### config.mk
export PLATFORM = sky130hd
export DESIGN_NAME = serial_subtractor
export DESIGN_NICKNAME = d
export VERILOG_FILES = /design/src/rtl/serial_subtractor.sv
export SDC_FILE = /design/constraint.sdc
export NUM_CORES = 1
export LEC_CHECK = 0
export BUFFER_PORTS_ARGS = -buffer_cell sky130_fd_sc_hd__buf_2
export CAP_MARGIN = 20
export CORE_MARGIN = 10
export CORE_UTILIZATION = 53
export DETAILED_ROUTE_END_ITERATION = 16
export PLACE_DENSITY_LB_ADDON = 0.25
export SLEW_MARGIN = 40
export SYNTH_ARGS = -nofsm -noshare
export SYNTH_HDL_FRONTEND = slang
export SYNTH_SLANG_ARGS = --single-unit
### constraint.sdc
create_clock -name clk -period 1.75 [get_ports clk]
set_input_delay 0.2625 -clock clk [delete_from_list [all_inputs] [get_ports clk]]
set_output_delay 0.2625 -clock clk [all_outputs]
set_load 0.005 [all_outputs]
### src/rtl/serial_subtractor.sv
`default_nettype none
// ============================================================================
// Module   : serial_subtractor
// Purpose  : Bit-serial two's-complement subtractor, diff = a - b - bin,
//            one full-subtractor cell, LSB first, WIDTH cycles per result.
// Revision : 1.0  initial release
// ============================================================================
module serial_subtractor #(
  parameter int WIDTH = 8
) (
  input  logic             clk,
  input  logic             rst,
  input  logic             start,
  input  logic [WIDTH-1:0] a,
  input  logic [WIDTH-1:0] b,
  input  logic             bin,
  output logic             busy,
  output logic             done,
  output logic [WIDTH-1:0] diff,
  output logic             bout,
  output logic             ovf
);

  localparam int              CNT_W    = (WIDTH > 2) ? $clog2(WIDTH) : 1;
  localparam logic [CNT_W-1:0] LAST_CNT = CNT_W'(WIDTH - 1);

  typedef enum logic [1:0] {
    IDLE  = 2'd0,
    SHIFT = 2'd1,
    DONE  = 2'd2
  } state_t;

  state_t             state;
  state_t             state_next;
  logic               accept;
  logic               last;

  logic [WIDTH-1:0]   a_sr;
  logic [WIDTH-1:0]   b_sr;
  logic [WIDTH-2:0]   r_sr;     // upper result bits collected so far
  logic               borrow;
  logic [CNT_W-1:0]   cnt;

  logic               x;
  logic               y;
  logic               d;
  logic               borrow_next;
  logic [WIDTH-1:0]   res;

  // Full-subtractor cell on the current LSBs
  assign x           = a_sr[0];
  assign y           = b_sr[0];
  assign d           = x ^ y ^ borrow;
  assign borrow_next = (~x & y) | (~(x ^ y) & borrow);
  assign res         = {d, r_sr};

  assign busy = (state == SHIFT);
  assign done = (state == DONE);
  assign last = (state == SHIFT) && (cnt == LAST_CNT);

  // Next-state logic; a start is honoured only when not busy
  always_comb begin
    state_next = state;
    accept     = 1'b0;
    case (state)
      IDLE: begin
        if (start) begin
          accept     = 1'b1;
          state_next = SHIFT;
        end
      end
      SHIFT: begin
        if (cnt == LAST_CNT) state_next = DONE;
      end
      DONE: begin
        if (start) begin
          accept     = 1'b1;
          state_next = SHIFT;
        end else begin
          state_next = IDLE;
        end
      end
      default: state_next = IDLE;
    endcase
  end

  // State register
  always_ff @(posedge clk or posedge rst) begin
    if (rst) state <= IDLE;
    else     state <= state_next;
  end

  // Operand load and per-bit shift datapath
  always_ff @(posedge clk or posedge rst) begin
    if (rst) begin
      a_sr   <= '0;
      b_sr   <= '0;
      r_sr   <= '0;
      borrow <= 1'b0;
      cnt    <= '0;
    end else if (accept) begin
      a_sr   <= a;
      b_sr   <= b;
      borrow <= bin;
      cnt    <= '0;
    end else if (state == SHIFT) begin
      a_sr   <= {1'b0, a_sr[WIDTH-1:1]};
      b_sr   <= {1'b0, b_sr[WIDTH-1:1]};
      r_sr   <= res[WIDTH-1:1];
      borrow <= borrow_next;
      cnt    <= last ? '0 : cnt + 1'b1;
    end
  end

  // Result registers update only on the edge processing the MSB; there
  // x and y are the operand sign bits captured at start
  always_ff @(posedge clk or posedge rst) begin
    if (rst) begin
      diff <= '0;
      bout <= 1'b0;
      ovf  <= 1'b0;
    end else if (last) begin
      diff <= res;
      bout <= borrow_next;
      ovf  <= (x ^ y) & (d ^ x);
    end
  end

endmodule
`default_nettype wire

# ---- Yosys cells after proc, flatten, opt, wreduce, memory -nomap -nowiden
# Cells that the tools add are included.
dict set report classes {
  muxes 15
  add_sub_neg 1
  eq_ne 5
  reduce_logical 6
  n_bitwise 10
}
# operator count
set op_table {}
lappend op_table {{2-to-1 mux 8 bit} 4}
lappend op_table {{2-to-1 mux 3 bit} 3}
lappend op_table {{case mux 2 bit (3 select lines)} 1}
lappend op_table {{2-to-1 mux 1 bit} 5}
lappend op_table {{2-to-1 mux 2 bit} 2}
lappend op_table {{AND reduction 2 bit} 2}
lappend op_table {{adder 3 x 1 -> 3 bit, second input constant} 1}
lappend op_table {{AND 1 bit} 3}
lappend op_table {{equality test 3 bit, second input constant} 1}
lappend op_table {{NOT 1 bit} 3}
lappend op_table {{bitwise XOR 1 bit} 3}
lappend op_table {{equality test 2 x 1 -> 1 bit, second input constant} 1}
lappend op_table {{equality test 2 bit, second input constant} 1}
lappend op_table {{zero test 2 bit} 1}
lappend op_table {{inequality test 2 x 1 -> 1 bit, second input constant} 1}
lappend op_table {{inequality test 2 bit, second input constant} 1}
lappend op_table {{nonzero test 2 bit} 1}
lappend op_table {{OR reduction 2 bit} 1}
lappend op_table {{logical AND 1 bit} 1}
lappend op_table {{bitwise OR 1 bit} 1}
dict set report word_totals {
  in_bits 20
  regBits 39
  out_inout_bits 12
  wordCells 46
}

# ---- Depth between registers and ports, before layout
dict set report depth {
  ltp_word 6
  mapped_depth 6
}

# ---- Worst setup path after synthesis
# Ideal clock, no wire load.
dict set report synth_timing {
  kind {register to register}
  startpoint {register cnt[0]}
  endpoint {register bout}
  synth_period_minus_slack_ns 1.552
  stages_incl_launch_ff 6
  setup_slack_ns 0.198
  t_arrival_ns 1.427
  n_path_buf 1
  t_required_ns 1.625
  setup_ns 0.125
  path_cell_list {dfrtp_1 ha_1 ha_1 nand3b_2 buf_2 mux2_2}
}
dict set report synth_via {
  elab_chain_len 2
}
# item line
set synth_rtl {}
lappend synth_rtl {{start, declared} 42} ;# logic [CNT_W-1:0] cnt;
lappend synth_rtl {{start signal, assigned} 111} ;# cnt <= last ? '0 : cnt + 1'b1;
lappend synth_rtl {{equality test 3 bit} 59} ;# assign last = (state == SHIFT) && (cnt == LAST_CNT);
lappend synth_rtl {{logical AND 1 bit} 59}
lappend synth_rtl {{end signal, assigned} 124} ;# bout <= borrow_next;
lappend synth_rtl {{end, declared} 20} ;# output logic bout,
# No other way between the ends.
# A chain may end at the register's enable or synchronous reset.

# ---- Worst setup path after layout
dict set report layout_timing {
  startpoint {register cnt[0]}
  endpoint {register diff[1]}
}
dict set report layout_via {
  elab_chain_len 2
}
# item line
set layout_rtl {}
lappend layout_rtl {{equality test 3 bit} 59}
lappend layout_rtl {{logical AND 1 bit} 59}
lappend layout_rtl {{end signal, assigned} 123} ;# diff <= res;
lappend layout_rtl {{end, declared} 19} ;# output logic [WIDTH-1:0] diff,
# No other way between the ends.

==> results.md <==
- Pre-Repair DR Iteration Count: 6
- Pin count of the biggest net entering global routing: 40
- Htree depth: 2
- WS Path Type: reg -> reg
- Worst Skew: 0.00643 ns
- Area of the core: a little over 0.003 mm2
- Worst-path clk slew: 0.10 ns
- Critical Path RT: 1.97 ns
- First-pass GRT wire length: 5.77 mm
- Root Buffer: clkbuf_4
- Inserted Diodes: 0
- Setup TNS: 0 ns
- CTS Buf Count: 5
- Critical path startpoint category: flop
- Die Ht: 76.0 um
- Drc violations: 0
- Final period util: 92.5%
- Share of layout cells above drive strength 1: 29.3%
- CP max FO: 13
- # IOs: 32
- Detailed placer's ending HPWL: 2.37 mm
- Post-Route WL: 3.31 mm
- Initial Util: 54.8%
- Final Hold Viols: 0
- HP Class: in -> async
- Pleak: around 1 nW
- CP endpoint kind: flop
- Vias: 1235
- Status: complete, no violations
- Clock Path Buffers: 2
- Post-CTS Hold Buffers: 0
- # port buffers: 31
- Nets@finish: 216
- Setup-failing EPs final: 0
- Routability-driven placement congestion ratio: 0.722
- Unrepaired setup endpoints after global routing: no
- Register bit total from synthesis: 39
- Worst vdd ir: 0.895 mV
- Met1 wire length: 1.46 mm
- Most frequent cells in the layout: nand2_1, dfrtp_1, buf_2
- Die X: 76.0 um
- Count of unique library cells instantiated by Yosys: 29
- Area delta synth->final: 16.1%
- GR Util All Layers: 12.0%
- Initial DRC Count: 90
- Mapped cell area: approximately 0.0017 mm2
- Minimum clock period: between 1.5 and 2 ns
- Num rows: 20
- Sequential area share after synthesis: 58.8%
- Routed wl met3: 201 um
- Max_slew headroom: around three fifths
- Slew Viols, Final: 0
- Vias in the first global route: 1298
- Num Clock Sinks: 39
- Top layer reached by signal wires: met4
- Worst EP arrival: 1.84 ns
- Post-Syn Nets: 180
- Average size of a mapped cell: approximately 11 um2
- TritonCTS clock tree: done
- Pwr/cell area: 1660 mW/mm2
- Max Cap Viol: 0
- Synth warn: 0
- Initial antenna violation count: 0
- Worst-Margin Slew: 0.622 ns
- Mapped Cells: 156
- Clk_lat worst skew: 0.33 ns
- Max Clk Rate: approximately 0.6 GHz
- Global route overflow: 0
- Final hold slack: 0.0360 ns
- Routed length per placed instance: roughly 14 um
- Via density: about 5.3
- Die area: 0.00577 mm2
- Post-route ant nets: 0
- Met2 WL post-DR: roughly 1.6 mm
- Most common cell after layout, fill and taps aside: nand2_1
[per-layer routing]
layer / vias up / track usage (%)
li1: 598 / -
met1: 592 / 14.1
met2: 37 / 19.2
met3: 8 / 5.07
met4: 0 / 4.17
met5: - / 0
[where the power goes]
| group | internal (mW) | switching (mW) |
|---|---|---|
| Combinational | 0.599 | 0.677 |
| Clock | 0.143 | 0.255 |
| Sequential | 1.29 | 0.224 |
| Total | 2.04 | 1.16 |
[worst max-delay path, stage by stage (launching register included)]
cell	delay (ns)
dfrtp_1	0.41
ha_1	0.21
ha_1	0.23
nand3b_2	0.29
mux2_2	0.38
[kinds of logic after synthesis]
kind of cell	share of synthesized area (%)
flip-flops	58.8
multiplexers	5.43
AO/OA/AOI/OAI	9.65
adder cells (fa/ha/maj)	3.47
AND/OR/NAND/NOR	17.9
XOR/XNOR	0.528
buffers and inverters	4.22
[per-stage QoR]
stage	instance area, um2	utilization, %	setup WS [ns]	total power [mW]	cells
after floorplan	1660	-	0.198	2.41	156
after global placement	1860	61.4	0.202	2.71	227
after detailed placement	1860	61.4	0.140	2.80	227
after CTS	1910	62.9	0.0665	3.21	233
after global routing	1930	63.6	0.0410	3.50	235
final	1930	63.6	0.132	3.19	235
[cell usage after synthesis, drive strengths merged]
library cell	count	area share [%]
nor2	5	1.1
a221o	1	0.60
nand3	9	2.7
buf	9	3.1
nand3b	3	1.6
o22ai	4	1.5
a22oi	9	4.1
ha	3	2.3
xor2	1	0.53
and2b	1	0.45
or3	1	0.38
inv	3	0.68
o31ai	1	0.45
mux2	8	5.4
nand2b	2	0.91
dfrtp	39	59
clkbuf	1	0.23
nand2	39	8.8
nor3	5	1.5
a31oi	1	0.38
a21oi	4	1.4
o21ai	4	1.2
fa	1	1.2
clkinv	1	0.23
nor2b	1	0.38
[flip-flops by register name, indices dropped and copies added, names as in the netlist]
register / flops
bout: 1
state: 2
cnt: 3
b_sr: 8
diff: 8
borrow: 1
ovf: 1
a_sr: 8
r_sr: 7
[cell type report]
| type | instances | area (um2) |
|---|---|---|
| repair buffers | 39 | 219 |
| multi-input cells | 103 | 618 |
| flip-flops and latches | 39 | 977 |
| clock buffers | 6 | 41.3 |
| well taps | 44 | 55.1 |
| fillers | 270 | 1100 |
| inverters | 4 | 15.0 |
[path summary, 6_finish.rpt]
path / start / cells past startpoint / slack (ns) / end
max: cnt[0] / 4 / 0.13 / diff[1]
min: rst / 3 / 0.04 / a_sr[6]
max reg2reg: cnt[0] / 4 / 0.13 / diff[1]
min reg2reg: r_sr[0] / 2 / 0.49 / r_sr[0]
max in group asynchronous: rst / 3 / 1.35 / state[0]
min in group clk: b[7] / 3 / 0.14 / b_sr[7]
[repair_timing]
action / 4_1_cts / 5_1_grt
buffers inserted: 0 / 2
hold endpoints to repair: 0 / 0
resized for setup: 1 / 2
endpoints found under the setup margin: 1 / 1
(Power assumes the default switching activity.)
